[src/rtl/serial_divider.sv]
// Restoring serial divider. It produces one quotient bit per clock, MSB first.
// The quotient register is updated only at completion and holds its value until the next result.
module serial_divider #(
  parameter int DIVIDEND_WIDTH = 18,
  parameter int DIVISOR_WIDTH  = 12
) (
  input  logic                      clk_i,
  input  logic                      rst_i,
  input  logic                      divide_cmd_i,
  input  logic [DIVIDEND_WIDTH-1:0] dividend_i,
  input  logic [DIVISOR_WIDTH-1:0]  divisor_i,
  output logic [DIVIDEND_WIDTH-1:0] quotient_o,
  output logic                      busy_o,
  output logic                      done_o
);

  localparam int CW = $clog2(DIVIDEND_WIDTH + 1);
  localparam int RW = DIVISOR_WIDTH + 1;

  typedef enum logic {S_IDLE, S_BUSY} state_t;

  state_t                    r_state;
  state_t                    w_state_next;
  logic [DIVIDEND_WIDTH-1:0] r_dividend;
  logic [DIVIDEND_WIDTH-1:0] r_quot_shift;
  logic [DIVIDEND_WIDTH-1:0] r_quotient;
  logic [DIVISOR_WIDTH-1:0]  r_divisor;
  logic [RW-1:0]             r_rem;
  logic [CW-1:0]             r_count;
  logic                      r_done;
  logic                      w_accept;
  logic                      w_last;
  logic                      w_qbit;
  logic [RW-1:0]             w_rem_shift;
  logic [RW-1:0]             w_rem_next;

  always_comb begin
    w_state_next = r_state;
    w_accept     = 1'b0;
    w_last       = 1'b0;
    case (r_state)
      S_IDLE: begin
        if (divide_cmd_i) begin
          w_accept     = 1'b1;
          w_state_next = S_BUSY;
        end
      end
      S_BUSY: begin
        if (r_count == CW'(1)) begin
          w_last       = 1'b1;
          w_state_next = S_IDLE;
        end
      end
      default: w_state_next = S_IDLE;
    endcase
  end

  // The remainder always stays below the divisor, so dropping its top bit on the shift loses nothing.
  assign w_rem_shift = {r_rem[RW-2:0], r_dividend[DIVIDEND_WIDTH-1]};
  assign w_qbit      = (w_rem_shift >= {1'b0, r_divisor});
  assign w_rem_next  = w_qbit ? (w_rem_shift - {1'b0, r_divisor}) : w_rem_shift;

  always_ff @(posedge clk_i or posedge rst_i) begin
    if (rst_i) begin
      r_state <= S_IDLE;
    end else begin
      r_state <= w_state_next;
    end
  end

  always_ff @(posedge clk_i or posedge rst_i) begin
    if (rst_i) begin
      r_dividend   <= '0;
      r_divisor    <= '0;
      r_rem        <= '0;
      r_count      <= '0;
      r_quot_shift <= '0;
      r_quotient   <= '0;
      r_done       <= 1'b0;
    end else begin
      r_done <= w_last;
      if (w_accept) begin
        r_dividend   <= dividend_i;
        r_divisor    <= divisor_i;
        r_rem        <= '0;
        r_count      <= CW'(DIVIDEND_WIDTH);
        r_quot_shift <= '0;
      end else if (r_state == S_BUSY) begin
        r_dividend   <= r_dividend << 1;
        r_rem        <= w_rem_next;
        r_quot_shift <= {r_quot_shift[DIVIDEND_WIDTH-2:0], w_qbit};
        r_count      <= r_count - CW'(1);
        if (w_last) begin
          r_quotient <= {r_quot_shift[DIVIDEND_WIDTH-2:0], w_qbit};
        end
      end
    end
  end

  assign quotient_o = r_quotient;
  assign busy_o     = (r_state == S_BUSY);
  assign done_o     = r_done;

endmodule

[config.mk]
export PLATFORM = sky130hd
export DESIGN_NAME = serial_divider
export DESIGN_NICKNAME = d
export VERILOG_FILES = /design/src/rtl/serial_divider.sv
export SDC_FILE = /design/constraint.sdc
export NUM_CORES = 1
export LEC_CHECK = 0
export CORE_MARGIN = 10
export CORE_UTILIZATION = 55
export CTS_BUF_LIST = sky130_fd_sc_hd__clkbuf_4 sky130_fd_sc_hd__clkbuf_8 sky130_fd_sc_hd__clkbuf_16
export DETAILED_ROUTE_END_ITERATION = 6
export GPL_TIMING_DRIVEN = 0
export PLACE_DENSITY_LB_ADDON = 0.12
export SYNTH_ARGS = -nofsm -noshare
export SYNTH_HDL_FRONTEND = slang
export SYNTH_SLANG_ARGS = --single-unit
export TNS_END_PERCENT = 100
[constraint.sdc]
create_clock -name clk_i -period 3.7 [get_ports clk_i]
set_input_delay 0.555 -clock clk_i [delete_from_list [all_inputs] [get_ports clk_i]]
set_output_delay 0.555 -clock clk_i [all_outputs]
set_load 0.02 [all_outputs]
==> metrics.cfg, run 1 <==
[cts]
cts_sinks=84
clkSlewWorstSetupHoldPaths_ns=0.11
htree_levels=3
cts_hold_buffers=0
post_cts_resized=0
cts_made_buffers=9
clkLatencyLatePin_ns=0.37
cts_tree=built
ctsLongestPathBuffers=2
cts_setup_buffers=0
root_buffer=clkbuf_8

[flow_run]
cap_violations=0

[place]
dp_hpwl_microns=6300
port_buffers=51
gp_congestion=0.879

[min_path]
hp-class=in -> async

[final_layout]
final_nets=525
final_cell_mix=nand2_1, dfrtp_1, clkdlybuf4s50_1, o21ai_0, mux2i_1
antennaDiodeCount=0
areaGrowthSynthToFinish_pct=21.3
final_common_cell=nand2_1
drive_above_1_share=0.0477

[die]
fp-row-count=31
design.core.area_sq_um=7180
die_area_sq_um=11100
ios=53
start_util=0.557
die_w_microns=105
chipHeight_microns=105

[drt]
firstDrtPassIters=5
post_drt_wl_per_cell_microns=15.0
ant_nets=0
drc=0
vias=3138
routed_wl_microns=8730
drt-initial-drc-count=129
viasPerCell=5.40

[synthesis]
synth_top_family_by_area=simple AND/OR/NAND/NOR gates
yosys.area.top_type_share=0.526
synthArstFlopShare=1.00
syn_avg_cell_area_sq_um=9.65
synthAdderAreaFrac=0.0489
ys.warnings.count=0
synth_edf_count=0
synthSimpleGateAreaFrac=0.153
synth_compound_area_frac=0.146
ys_top_cells_by_area=dfrtp_1, nand2_1, mux2i_1
synth_xor_area_frac=0.0175
synth_cells=414
synthMuxAreaShare=0.0655
ys_seq_area_frac=0.526
dominantRegCellSynth=dfrtp_1
syn-cell-area_sq_um=4000
netlist-cell-type-count=44
synth_top_area_cell=dfrtp_1
synth-seq-cells=84
synth_nets=462

[timing]
maxSlewHeadroom=0.553
finalSetupTns_ns=0
worst_pin_slew_ns=0.671
fin_skew_ns=0.0203
report.final.slew_viol_count=0
rsz0062_at_grt=no
period_share=0.653
fmax_mhz=414
setup_viol_count_final=0
fin_crit_ns=2.42
timing.final.hold_violations=0

[grt]
grt_pass1_wl_microns=14600
first_global_vias=3136
grt_max_degree=71
grt_util_all_layers=0.157
antenna_found_initial=0
grt.overflow.total=0

[critical_path]
crit_required_ns=3.92
crit_fanout=10
critical_path.endpoint_type=register
crit_type=reg -> reg
cp-start-kind=register
cp_data_arrival_time_ns=2.63

[pwr]
cellLeakagePower_uw=0.00225
ir_worst_vdd_mv=0.402
totalPowerFinal_uw=4660
powerDensity_nw_per_um2=961

[outcome]
status=completed

worst paths after layout:
| check | start | endpoint | slack [ns] | cells past startpoint |
|---|---|---|---|---|
| setup / recovery | r_rem[3] | r_rem[2] | 1.28 | 9 |
| hold / removal | rst_i | quotient_o[7] | 0.45 | 2 |
| min in group clk_i | quotient_o[15] | quotient_o[15] | 0.48 | 2 |
| setup reg to reg | r_rem[3] | r_rem[2] | 1.28 | 9 |
| max in group asynchronous | rst_i | r_rem[7] | 2.64 | 3 |
| hold reg to reg | quotient_o[15] | quotient_o[15] | 0.48 | 2 |
layer usage:
layer  vias up  track usage  part of all wire
li1       1533            -                 -
met2        62        0.242              0.47
met3         4       0.0420             0.049
met1      1539        0.210              0.48
met4         0       0.0471            0.0050
met5         -            0                 0
cells in the mapped netlist (2+ instances only):
cell       n
nand2_1   99
a22o_1    13
a31oi_1    2
nor2_1    16
ha_1      14
and3_1     3
xor2_1     3
or3_1      2
a21oi_1   16
o21ai_0   44
nor3_1     8
buf_1      4
o31ai_1    2
dfrtp_1   84
xnor2_1    5
nor2b_1    2
inv_1     20
o21a_1     2
a21o_1     3
nand3_1    6
nand2b_1   3
o41ai_1    2
mux2i_1   25
clkbuf_1  16
area by class of cell:
cell class	instances	area, sq um
fillers	573	2330
multi-input cells	287	1720
clock inverters	7	63.8
inverters	21	81.3
repair buffers	52	538
plain buffers	22	93.8
well taps	99	124
clock buffers	9	124
flip-flops and latches	84	2100
per-stage QoR:
step	cell area [sq um]	util	worst slack, ns	instances	hold slack, ns
after CTS	4850	0.676	1.30	581	0.446
after global placement	4630	0.645	-0.364	564	0.458
after floorplan	4000	-	0.980	414	0.440
after detailed placement	4660	0.649	1.32	565	0.461
final	4850	0.676	1.28	581	0.448
after global routing	4850	0.676	1.05	581	0.450
flip-flops by register name, summed over array words and instances (netlist names):
| signal | cells |
|---|---|
| done_o | 1 |
| r_count | 5 |
| r_quot_shift | 17 |
| r_dividend | 18 |
| busy_o | 1 |
| r_divisor | 12 |
| r_rem | 12 |
| quotient_o | 18 |
critical path, cell delays in order (launching register included):
cell	delay [ns]
dfrtp_1	0.41
ha_1	0.33
a21oi_1	0.43
nor3_1	0.12
a21oi_1	0.21
o211a_1	0.18
buf_6	0.14
buf_4	0.20
mux2i_1	0.19
a21oi_1	0.08
power breakdown:
group | internal [uW] | switching [uW] | total [uW]
sequential | 1360 | 260 | 1620
combinational | 1090 | 1310 | 2400
clock | 260 | 378 | 638
total | 2710 | 1950 | 4660
cell families after synthesis:
family          after synthesis
xor+xnor                      8
mux                          26
fa+ha+maj                    15
simple gates                144
compound gates               94
flops                        84
buf+inv                      43
Note: power is estimated with default switching activity, not from simulation.
==> run 2, diff against run 1 <==
CORE_UTILIZATION = 50   (was 55)
clock period = 2.05 ns   (was 3.7 ns; I/O delays follow)
==> metrics.cfg, run 2 (synthesis results as in run 1) <==
[cts]
cts_made_buffers=9  ; unchanged
root_buffer=clkbuf_8
cts_tree=built
clkSlewWorstSetupHoldPaths_ns=0.09  ; -0.02 ns
cts_sinks=84  ; unchanged
clkLatencyLatePin_ns=0.36  ; about the same
htree_levels=3  ; unchanged
ctsLongestPathBuffers=2  ; unchanged
cts_hold_buffers=0  ; unchanged

[die]
ios=53  ; unchanged
start_util=0.514  ; -0.0424
chipHeight_microns=109  ; +4.0%
die_area_sq_um=12000  ; +8.1%
fp-row-count=32  ; +3.2%
design.core.area_sq_um=7770  ; +8.2%
die_w_microns=109  ; +4.0%

[timing]
period_share=1.02  ; +0.370
setup_viol_count_final=2  ; +2
report.final.slew_viol_count=0  ; unchanged
fin_crit_ns=2.10  ; -0.321 ns
timing.final.hold_violations=0  ; unchanged
fmax_mhz=477  ; +15%
worst_pin_slew_ns=0.706  ; +0.0350 ns
fin_skew_ns=0.0110  ; -0.00933 ns
finalSetupTns_ns=-0.0516  ; -0.0516 ns
hold_ws_ns=0.274  ; -0.174 ns
maxSlewHeadroom=0.529  ; -0.0233
layout_setup_ws_ns=-0.0471  ; -1.33 ns
rsz0062_at_grt=yes

[outcome]
status=complete, but fails checks
failed_checks=negative setup slack

[final_layout]
drive_above_1_share=0.147  ; +0.0988
final_nets=548  ; +4.4%
antennaDiodeCount=0  ; unchanged
final_common_cell=nand2_1
final_cell_mix=nand2_1, dfrtp_1, clkdlybuf4s50_1, o21ai_0, mux2i_1
areaGrowthSynthToFinish_pct=31.4

[pwr]
seqPwrFrac=0.304  ; -0.043
swShare=0.412  ; -0.00612
clkPwrFrac=0.117  ; -0.020
p_comb_frac=0.579  ; +0.063
totalPowerFinal_uw=9740  ; +110%
powerDensity_nw_per_um2=1860  ; +93%
cellLeakagePower_uw=0.00239  ; +6.1%
ir_worst_vdd_mv=0.826  ; +110%
intPower_uw=5720  ; +110%
power.switching_uw=4010  ; +110%

[critical_path]
crit_start=r_dividend[17]
crit_fanout=3  ; -7
crit_type=reg -> reg
cp-start-kind=register
critical_path.endpoint_type=register
r2r-start=r_dividend[17]
cp_data_arrival_time_ns=2.39  ; -0.24 ns
crit_required_ns=2.34  ; -1.58 ns

[grt]
antenna_found_initial=0  ; unchanged
first_global_vias=3320  ; +5.9%
grt_util_all_layers=0.162  ; +0.00551
grt.overflow.total=0  ; unchanged
grt_pass1_wl_microns=15700  ; +7.7%
grt_max_degree=42  ; -41%

[flow_run]
cap_violations=0  ; unchanged

[place]
port_buffers=51  ; unchanged
gp_congestion=0.897  ; +2.0%
dp_hpwl_microns=6530  ; +3.6%

[drt]
post_drt_wl_per_cell_microns=15.7  ; +4.4%
drc=0  ; unchanged
viasPerCell=5.47  ; +1.4%
routed_wl_microns=9520  ; +9.1%
ant_nets=0  ; unchanged
vias=3323  ; +5.9%
drt-initial-drc-count=178  ; +38%
firstDrtPassIters=5  ; unchanged

[min_path]
hp-class=in -> async

-- run 2: cell types whose count changed in the layout (fill, tap and decap cells not counted), sizes merged --
cell / delta
buf: +23
clkinvlp: +1
inv: -1
-- run 2: power groups by stage --
stage | registers [uW] | logic, uW | clock network (uW)
finish | 2960 | 5640 | 1140
global placement | 2940 | 4340 | 0
detailed placement | 2980 | 4510 | 0
floorplan | 3050 | 3180 | 0
CTS | 2950 | 5300 | 1160
global route | 3060 | 6160 | 1230
-- run 2: worst paths after layout --
path / cells past startpoint / endpoint / slack [ns]
worst max-delay path: 9 / r_rem[10] / -0.05
worst min-delay path: 2 / r_divisor[7] / 0.27
worst max register to register: 9 / r_rem[10] / -0.05
worst min register to register: 2 / quotient_o[9] / 0.48
max in group asynchronous: 3 / r_rem[10] / 1.27
min in group clk_i: 2 / quotient_o[9] / 0.48
-- run 2: critical path: stages (launching register included) --
cell	delay (ns)
dfrtp_1	0.35
inv_1	0.06
ha_2	0.20
fa_2	0.39
nor2b_4	0.15
o21bai_2	0.11
a21oi_2	0.17
o21ai_1	0.10
a2111o_1	0.42
nand3_1	0.08
-- run 2: timing repair --
item,CTS,global route
cloned,0,0
gates resized for setup,25,13
pin swaps,15,8
endpoints found under the setup margin,14,38
buffers inserted,17,5
-- run 2: layout make-up --
class,instances,area (sq um)
Clock buffer,9,124
Clock inverter,7,63.8
Timing Repair Buffer,75,716
Multi-Input combinational cell,287,1930
Sequential cell,84,2100
Tap cell,102,128
Buffer,22,104
Inverter,21,82.6
Fill cell,641,2520
-- run 2: routing by layer --
metal,up-vias,routed length (microns),track usage
met5,-,0,0
met4,0,235,0.0678
met3,27,576,0.0304
met2,112,4320,0.246
met1,1598,4390,0.223
li1,1586,-,-
-- run 2: through the flow --
step	instance area [sq um]	util	worst slack, ns	instances
final	5250	0.676	-0.0471	607
after global routing	5250	0.676	-0.129	607
after CTS	5180	0.666	0.00196	602
after detailed placement	4730	0.609	-0.290	569
after global placement	4690	0.604	-0.232	567
after floorplan	4050	-	0.00713	414
